==> src/rtl/scan_pkg.sv <==
// Shared types and constants for the scan sequencer and its dwell counter.
package scan_pkg;

    typedef enum logic [1:0] {
        IDLE  = 2'd0,
        BLANK = 2'd1,
        DRIVE = 2'd2
    } scan_state_t;

    localparam int           NUM_LINES  = 16;
    localparam int           LINE_W     = 4;
    localparam logic [3:0]   FIRST_LINE = 4'd0;
    localparam logic [3:0]   LAST_LINE  = 4'd15;

    // Line step in the scan direction; 4-bit arithmetic gives the 15<->0 wrap.
    function automatic logic [LINE_W-1:0] next_line(input logic [LINE_W-1:0] w, input logic dir);
        return dir ? (w - 4'd1) : (w + 4'd1);
    endfunction

endpackage

==> src/rtl/scan_dwell_counter.sv <==
// Loadable down-counter shared by the BLANK and DRIVE phases; freezes on hold.
module scan_dwell_counter #(
    parameter int DWELL_W = 8
) (
    input  logic               clk_i,
    input  logic               rst_i,
    input  logic               load_i,
    input  logic [DWELL_W-1:0] load_val_i,
    input  logic               hold_i,
    output logic               zero_o
);

    logic [DWELL_W-1:0] cnt_q;
    logic [DWELL_W-1:0] cnt_d;

    always_comb begin
        cnt_d = cnt_q;
        if (load_i) begin
            cnt_d = load_val_i;
        end else if (!hold_i && (cnt_q != {DWELL_W{1'b0}})) begin
            cnt_d = cnt_q - {{(DWELL_W-1){1'b0}}, 1'b1};
        end else begin
            cnt_d = cnt_q;
        end
    end

    always_ff @(posedge clk_i or posedge rst_i) begin
        if (rst_i) begin
            cnt_q <= {DWELL_W{1'b0}};
        end else begin
            cnt_q <= cnt_d;
        end
    end

    assign zero_o = (cnt_q == {DWELL_W{1'b0}});

endmodule

==> src/rtl/scan_sequencer.sv <==
// Address/enable sequencer for the 4-to-16 decoder; SCAN_REVERSE_EN adds a descending scan (dir_i).
module scan_sequencer
    import scan_pkg::*;
#(
    parameter int DWELL_W   = 8,
    parameter int BLANK_CYC = 1
) (
    input  logic               clk_i,
    input  logic               rst_i,
    input  logic               start_i,
    input  logic               stop_i,
    input  logic               hold_i,
    input  logic               mode_i,
    input  logic [DWELL_W-1:0] dwell_i,
`ifdef SCAN_REVERSE_EN
    input  logic               dir_i,
`endif
    output logic               en_o,
    output logic [3:0]         w_o,
    output logic               busy_o,
    output logic               line_strobe_o,
    output logic               done_o
);

    // Counter reload for a BLANK phase: it expires after BLANK_CYC cycles.
    localparam int BLANK_LD = (BLANK_CYC > 0) ? (BLANK_CYC - 1) : 0;
    localparam logic [DWELL_W-1:0] BLANK_LOAD = DWELL_W'(BLANK_LD);

    scan_state_t        state_q, state_d;
    logic [3:0]         w_q, w_d;
    logic               en_q, en_d;
    logic               strobe_q, strobe_d;
    logic               done_q, done_d;
    logic               mode_q, mode_d;
    logic               dir_q, dir_d;
    logic [DWELL_W-1:0] dwell_q, dwell_d;
    logic               cnt_load_s;
    logic [DWELL_W-1:0] cnt_val_s;
    logic               cnt_zero_s;
    logic               dir_start_s;
    logic [3:0]         end_line_s;

`ifdef SCAN_REVERSE_EN
    assign dir_start_s = dir_i;
`else
    assign dir_start_s = 1'b0;
`endif

    assign end_line_s = dir_q ? FIRST_LINE : LAST_LINE;

    scan_dwell_counter #(.DWELL_W(DWELL_W)) u_cnt (
        .clk_i      (clk_i),
        .rst_i      (rst_i),
        .load_i     (cnt_load_s),
        .load_val_i (cnt_val_s),
        .hold_i     (hold_i),
        .zero_o     (cnt_zero_s)
    );

    always_comb begin
        state_d    = state_q;
        w_d        = w_q;
        en_d       = en_q;
        strobe_d   = 1'b0;
        done_d     = 1'b0;
        mode_d     = mode_q;
        dir_d      = dir_q;
        dwell_d    = dwell_q;
        cnt_load_s = 1'b0;
        cnt_val_s  = dwell_q;
        if (stop_i && (state_q != IDLE)) begin
            state_d    = IDLE;
            en_d       = 1'b0;
            w_d        = FIRST_LINE;
            cnt_load_s = 1'b1;
            cnt_val_s  = {DWELL_W{1'b0}};
        end else if (hold_i && (state_q != IDLE)) begin
            state_d = state_q;
        end else begin
            case (state_q)
                IDLE: begin
                    if (start_i && !stop_i) begin
                        mode_d     = mode_i;
                        dir_d      = dir_start_s;
                        dwell_d    = dwell_i;
                        w_d        = dir_start_s ? LAST_LINE : FIRST_LINE;
                        cnt_load_s = 1'b1;
                        if (BLANK_CYC > 0) begin
                            state_d   = BLANK;
                            en_d      = 1'b0;
                            cnt_val_s = BLANK_LOAD;
                        end else begin
                            state_d   = DRIVE;
                            en_d      = 1'b1;
                            strobe_d  = 1'b1;
                            cnt_val_s = dwell_i;
                        end
                    end else begin
                        state_d = IDLE;
                    end
                end
                BLANK: begin
                    if (cnt_zero_s) begin
                        state_d    = DRIVE;
                        en_d       = 1'b1;
                        strobe_d   = 1'b1;
                        cnt_load_s = 1'b1;
                        cnt_val_s  = dwell_q;
                    end else begin
                        state_d = BLANK;
                    end
                end
                DRIVE: begin
                    if (!cnt_zero_s) begin
                        state_d = DRIVE;
                    end else if (mode_q && (w_q == end_line_s)) begin
                        state_d = IDLE;
                        en_d    = 1'b0;
                        done_d  = 1'b1;
                    end else begin
                        // Boundary cycle: W may only move here, never mid-dwell.
                        w_d        = next_line(w_q, dir_q);
                        cnt_load_s = 1'b1;
                        if (BLANK_CYC > 0) begin
                            state_d   = BLANK;
                            en_d      = 1'b0;
                            cnt_val_s = BLANK_LOAD;
                        end else begin
                            state_d   = DRIVE;
                            en_d      = 1'b1;
                            strobe_d  = 1'b1;
                            cnt_val_s = dwell_q;
                        end
                    end
                end
                default: begin
                    state_d = IDLE;
                    en_d    = 1'b0;
                end
            endcase
        end
    end

    always_ff @(posedge clk_i or posedge rst_i) begin
        if (rst_i) begin
            state_q  <= IDLE;
            w_q      <= FIRST_LINE;
            en_q     <= 1'b0;
            strobe_q <= 1'b0;
            done_q   <= 1'b0;
            mode_q   <= 1'b0;
            dir_q    <= 1'b0;
            dwell_q  <= {DWELL_W{1'b0}};
        end else begin
            state_q  <= state_d;
            w_q      <= w_d;
            en_q     <= en_d;
            strobe_q <= strobe_d;
            done_q   <= done_d;
            mode_q   <= mode_d;
            dir_q    <= dir_d;
            dwell_q  <= dwell_d;
        end
    end

    assign en_o          = en_q;
    assign w_o           = w_q;
    assign busy_o        = (state_q != IDLE);
    assign line_strobe_o = strobe_q;
    assign done_o        = done_q;

endmodule

==> config.mk <==
export PLATFORM = sky130hd
export DESIGN_NAME = scan_sequencer
export DESIGN_NICKNAME = d
export VERILOG_FILES = /design/src/rtl/scan_pkg.sv /design/src/rtl/scan_dwell_counter.sv /design/src/rtl/scan_sequencer.sv
export SDC_FILE = /design/constraint.sdc
export NUM_CORES = 1
export LEC_CHECK = 0
export ABC_AREA = 1
export BUFFER_PORTS_ARGS = -buffer_cell sky130_fd_sc_hd__buf_4
export CAP_MARGIN = 15
export CORE_ASPECT_RATIO = 0.8
export CORE_UTILIZATION = 51
export DETAILED_ROUTE_END_ITERATION = 12
export PLACE_DENSITY = 0.8
export SLEW_MARGIN = 20
export SYNTH_ARGS = -nofsm -noshare
export SYNTH_HDL_FRONTEND = slang
export SYNTH_SLANG_ARGS = --single-unit
==> constraint.sdc <==
create_clock -name clk_i -period 1.5 [get_ports clk_i]
set_input_delay 0.3 -clock clk_i [delete_from_list [all_inputs] [get_ports clk_i]]
set_output_delay 0.3 -clock clk_i [all_outputs]
set_load 0.02 [all_outputs]
## Word-level counts from Yosys, hierarchy flattened

Cells that the tools add are included.
W data, S select, Z words.

| storage, ports and cells | value |
|---|---|
| register bits | 26 |
| memory bits (read-only) | 0 |
| output and inout port bits | 8 |
| logic and storage cells | 78 |
| bits in latches | 0 |
| memories | 0 |
| memory bits (writable) | 0 |

| cells by class | value |
|---|---|
| multipliers | 0 |
| bitwise operators | 2 |
| muxes and demuxes | 42 |
| shift operators | 0 |
| reductions and logical operators | 16 |
| order comparisons | 0 |
| divide/modulo/power cells | 0 |
| add/sub/neg operators | 2 |
| equal/unequal tests | 8 |

Operators by type and width:

| kind | count |
|---|---|
| $mux W8 | 7 |
| $mux W1 | 21 |
| $mux W4 | 5 |
| $pmux W8 S2 | 1 |
| $ne A3 B3 Y1 const B | 4 |
| $logic_not A8 Y1 | 1 |
| $mux W2 | 4 |
| $pmux W4 S2 | 1 |
| $reduce_and A4 Y1 | 2 |
| $reduce_bool A8 Y1 | 1 |
| $sub A8 B1 Y8 const B | 1 |
| $pmux W1 S3 | 2 |
| $pmux W2 S3 | 1 |
| $logic_and A1 B1 Y1 | 5 |
| $reduce_and A5 Y1 | 1 |
| $add A4 B1 Y4 const B | 1 |
| $eq A4 B4 Y1 const B | 1 |
| $reduce_bool A2 Y1 | 2 |
| $reduce_bool A3 Y1 | 1 |
| $eq A2 B1 Y1 const B | 1 |
| $eq A2 B2 Y1 const B | 1 |
| $logic_not A1 Y1 | 2 |
| $logic_not A2 Y1 | 1 |
| $ne A2 B2 Y1 const B | 1 |
| $not A1 Y1 | 2 |

## Depth between registers and ports, before layout

| logic depth | value |
|---|---|
| word-level depth | 8 |
| mapped depth | 11 |

## Hierarchy

From an unflattened synthesis, not the netlist that was laid out.

| second synthesis, totals | value |
|---|---|
| cell total of the unflattened synthesis | 217 |
| area total of the unflattened synthesis | 1670.4 um^2 |

By module, submodules not included:

| module | times used | area each (um^2) | cells an instance | sequential area each (um^2) |
|---|---|---|---|---|
| scan_sequencer | 1 | 1064.8 | 127 | 450.4 |
| scan_dwell_counter | 1 | 605.6 | 90 | 200.2 |

## Worst setup path before layout

No wires, ideal clock.

| path | value |
|---|---|
| path type | reg2reg |
| start | reg w_q[0], in the netlist w_o[0] |
| end | reg u_cnt.cnt_q[4] |
| stages on the path, launching flop included | 9 |
| clock period less this slack | 1.534 ns |
| buffers on the path | 0 |
| arrival | 1.417 ns |
| data required time | 1.383 ns |
| slack | -0.034 ns |
| cells stage by stage | dfrtp_1 -> ha_1 -> nand4_1 -> nand3_1 -> nand3_2 -> nand2_4 -> nand3_4 -> o21ai_1 -> inv_1 |

| between the ends | value |
|---|---|
| longest elaborated chain between the ends | 8 |

Ends and longest elaborated chain:

| element | RTL line | RTL |
|---|---|---|
| start: declaration | scan_sequencer.sv:30 | `logic [3:0] w_q, w_d;` |
| start signal: assignment | scan_sequencer.sv:156 | `w_q <= w_d;` |
| $eq A4 B4 Y1 * | scan_sequencer.sv:116 | `end else if (mode_q && (w_q == end_line_s)) begin` |
| $logic_and A1 B1 Y1 * | scan_sequencer.sv:116 |  |
| $mux W1 or $mux W8 (tied branches) | scan_sequencer.sv:116 |  |
| $mux W1 or $mux W8 (tied branches) | scan_sequencer.sv:114 | `if (!cnt_zero_s) begin` |
| $pmux W1 S3 or $pmux W8 S2 (tied branches) | scan_sequencer.sv:80 | `case (state_q)` |
| $mux W1 or $mux W8 (tied branches) | scan_sequencer.sv:77 | `end else if (hold_i && (state_q != IDLE)) begin` |
| $mux W1 or $mux W8 (tied branches) | scan_sequencer.sv:71 | `if (stop_i && (state_q != IDLE)) begin` |
| $mux W8 or $reduce_bool A2 Y1 (tied branches) | -- |  |
| end signal: assignment | scan_dwell_counter.sv:29 | `cnt_q <= {DWELL_W{1'b0}};` |
| end signal: assignment | scan_dwell_counter.sv:31 | `cnt_q <= cnt_d;` |
| end: declaration | scan_dwell_counter.sv:13 | `logic [DWELL_W-1:0] cnt_q;` |

Every way passes the cells marked *; elsewhere a longest branch is shown, timed or not.
A chain may end at the register's enable or synchronous reset.

## Worst setup path after layout

| path | value |
|---|---|
| start | reg u_cnt.cnt_q[1] |
| end | reg u_cnt.cnt_q[1] |

| between the ends | value |
|---|---|
| longest elaborated chain between the ends | 6 |

Ends and longest elaborated chain:

| element | RTL line | RTL |
|---|---|---|
| $logic_not A8 Y1 | scan_dwell_counter.sv:35 | `assign zero_o = (cnt_q == {DWELL_W{1'b0}});` |
| $mux W1 (tied with other cells) | scan_sequencer.sv:114 |  |
| $pmux W1 S3 or $pmux W8 S2 (tied branches) | scan_sequencer.sv:80 |  |
| $mux W1 or $mux W8 (tied branches) | scan_sequencer.sv:77 |  |
| $mux W1 or $mux W8 (tied branches) | scan_sequencer.sv:71 |  |
| $mux W8 or $reduce_bool A2 Y1 (tied branches) | -- |  |

Parallel ways exist; a longest one is shown, timed or not. The select of a mux whose other input is x is not followed.

==> flow_metrics.env <==
export IMPL_critPathKind="reg2reg"
export IMPL_netlist_instances=180
export IMPL_rsz0062_at_grt="true"
export IMPL_drt_first_pass_iters=4
export IMPL_setup_viol=12
export IMPL_cts_buffer_depth=2
export IMPL_syn_area_per_cell_um2=8.54
export IMPL_cp_required_ns=1.67
export IMPL_crit_path_end_kind="flip-flop"
export IMPL_r2r_slack_ns=-0.22
export IMPL_final_common_cell="buf_4"
export IMPL_hold_path_class="in2async"
export IMPL_final_cell_mix="buf_4, nand2_1, dfrtp_1"
export IMPL_layout_nets=246
export IMPL_insertion_delay_ns=0.28
export IMPL_syn_cell_area_mm2=0.00154
export IMPL_drive_gt1_share_pct=49.6
export IMPL_fin_tns_setup_ns=-0.735
export IMPL_synth_nets=197
export IMPL_start_util_pct=54.8
export IMPL_placed_cell_area_mm2=0.00188
export IMPL_grt_busiest_layer="met2"
export IMPL_synth_xor_area_share_pct=2.85
export IMPL_setup_slack_ns=-0.218
export IMPL_yosysWarnings=0
export IMPL_worstPathArrival_ns=1.89
export IMPL_fill_cells=199
export IMPL_peakVddDrop_uv=1160
export IMPL_leakagePower_uw=0.00105
export IMPL_overflow=0
export IMPL_grt_pass1_wl_mm=6.28
export IMPL_clock_sinks=26
export IMPL_syn_to_final_growth_pct=38.8
export IMPL_place_gp_congestion=0.874
export IMPL_cts_tree="yes"
export IMPL_place_ws_ns=-0.0896
export IMPL_synth_compound_area_share_pct=8.54
export IMPL_maxCapViolations=0
export IMPL_die_y_um=51.1
export IMPL_antenna_cells=0
export IMPL_drv_slew=0
export IMPL_vias=1431
export IMPL_drt_wl_total_mm=3.86
export IMPL_grt_max_degree=27
export IMPL_io_buffer_count=21
export IMPL_p_per_area_mw_per_mm2=1860
export IMPL_violations="negative setup slack"
export IMPL_die_area_mm2=0.00324
export IMPL_synth_cell_types=30
export IMPL_clock_fmax_mhz=582
export IMPL_cts_htree_levels=1
export IMPL_grt_pass1_vias=1439
export IMPL_avgRoutedWirePerCell_um=14.5
export IMPL_worst_pin_slew_ns=0.329
export IMPL_synth_top_family_by_area="simple AND/OR/NAND/NOR gates"
export IMPL_path_cells="inv_2, ha_4, nand2_4, nor2_4, nand3_2, nand3_2, nand2_4, nand2_4, nand2_1, o21ai_1, nand2_1"
export IMPL_cts_clk_slew_worst_paths_ns=0.09
export IMPL_core_mm2=0.00281
export IMPL_met1_usage_pct=30.0
export IMPL_finalHoldViolCount=0
export IMPL_path_delay_family="simple AND/OR/NAND/NOR gates"
export IMPL_slowest_stage="dfrtp_1"
export IMPL_antenna_left=0
export IMPL_crit_buf_inv=1
export IMPL_design_area_mm2=0.00213
export IMPL_drc=0
export IMPL_grt_antenna_before_repair=0
export IMPL_cp_start_kind="flip-flop"
export IMPL_drt_first_iter_violations=59
export IMPL_slowest_delay_ns=0.40
export IMPL_dp_hpwl_mm=2.66
export IMPL_synthMuxAreaShare_pct=5.13
export IMPL_die_w_um=63.4
export IMPL_synth_fa_ha_area_share_pct=2.44
export IMPL_grt_usage_pct=26.0
export IMPL_io_pins=22
export IMPL_clock_skew_ns=0.00223
export IMPL_rows=17
export IMPL_status="complete, but fails checks"
export IMPL_cp_max_fo=8
export IMPL_crit_top_cell="nand2_4"
export IMPL_synthSimpleGateAreaFrac_pct=32.5
export IMPL_grtUsageMet3_pct=6.70
export IMPL_finalCritPeriodShare_pct=115
export IMPL_fin_crit_ns=1.72
export IMPL_yosysSeqAreaShare_pct=42.3
export IMPL_synth_seq_cells=26
export IMPL_cts_root_buf="clkbuf_8"
export IMPL_met2_usage_pct=45.7
export IMPL_relSlewSlack_pct=78.0
export IMPL_cts_buffers=3
export IMPL_viasPerCell=5.38
[flip-flops by register name (all words and copies together) (netlist names)]
name and flops:
w_o 4, dwell_q 8, en_o 1, done_o 1, line_strobe_o 1, state_q 2, mode_q 1, u_cnt.cnt_q 8
[per-stage QoR]
stage / utilization, % / total power, µW / cells / hold slack, ns
2_1_floorplan: - / 2360 / 180 / 0.340
3_3_place_gp: 66.8 / 2840 / 255 / 0.376
3_5_place_dp: 66.8 / 2920 / 255 / 0.383
4_1_cts: 72.5 / 3680 / 261 / 0.0777
5_1_grt: 76.0 / 4260 / 266 / 0.0975
6_report: 76.0 / 3980 / 266 / 0.0669
[cells in the mapped netlist (all sizes together)]
cell type | n | area share (%)
o221ai | 1 | 0.57
nand3 | 20 | 8.5
o21ai | 9 | 2.9
xor2 | 3 | 1.7
o21a | 1 | 0.49
ha | 3 | 2.4
o211ai | 1 | 0.49
a21oi | 7 | 2.8
mux2 | 7 | 5.1
nand4 | 1 | 0.41
inv | 21 | 5.1
o21bai | 1 | 0.73
nand2 | 44 | 13
nor2 | 28 | 10
nor3 | 1 | 0.33
o2111ai | 1 | 0.57
buf | 2 | 1.1
dfrtp | 26 | 42
or2 | 1 | 0.41
xnor2 | 2 | 1.1
[per-layer routing]
metal  part of all wire, %  vias to the layer above
met5                     0                        -
met4                   2.5                        0
met3                   6.1                       15
met2                    51                       56
met1                    40                      679
li1                      -                      681
[path summary, 6_finish.rpt]
kind,from,endpoint,cells after the start
worst max register to register,u_cnt.cnt_q[1],u_cnt.cnt_q[1],11
min in group clk_i,dwell_i[3],dwell_q[3],2
worst min register to register,en_o,en_o,2
worst max-delay path,u_cnt.cnt_q[1],u_cnt.cnt_q[1],11
max in group asynchronous,rst_i,state_q[0],3
worst min-delay path,rst_i,w_o[2],3
[kinds of logic after synthesis]
family                   after synthesis
AND/OR/NAND/NOR                       95
flip-flops                            26
buffers and inverters                 23
AO/OA/AOI/OAI                         21
multiplexers                           7
XOR/XNOR                               5
adder cells (fa/ha/maj)                3
[where the power goes]
group	total [µW]	switching, µW	leakage (µW)	internal (µW)
combinational	2240	1240	0.000686	992
clock	581	223	0.0000357	358
sequential	1160	189	0.000323	973
total	3980	1660	0.00105	2320
[final cells by class]
class / instances / area (µm²) / share of cell area [%]
Clock buffer: 3 / 41.3 / 1.93
Clock inverter: 1 / 30.0 / 1.41
Inverter: 21 / 86.3 / 4.04
Multi-Input combinational cell: 131 / 906 / 42.4
Sequential cell: 26 / 654 / 30.7
Tap cell: 38 / 47.5 / 2.23
Timing Repair Buffer: 46 / 369 / 17.3
[timing repair]
action	in CTS	in global routing
pin swaps	6	7
setup endpoints to repair	13	18
hold buffers	0	0
gates resized for setup	25	17
setup buffers	2	5
gates cloned	0	0
[worst register-to-register path, stage by stage (launching register included)]
cell and delay, ns:
dfrtp_1 0.40, inv_2 0.09, ha_4 0.14, nand2_4 0.05, nor2_4 0.16, nand3_2 0.13, nand3_2 0.12, nand2_4 0.10
nand2_4 0.13, nand2_1 0.09, o21ai_1 0.12, nand2_1 0.08
(Power assumes the default switching activity.)
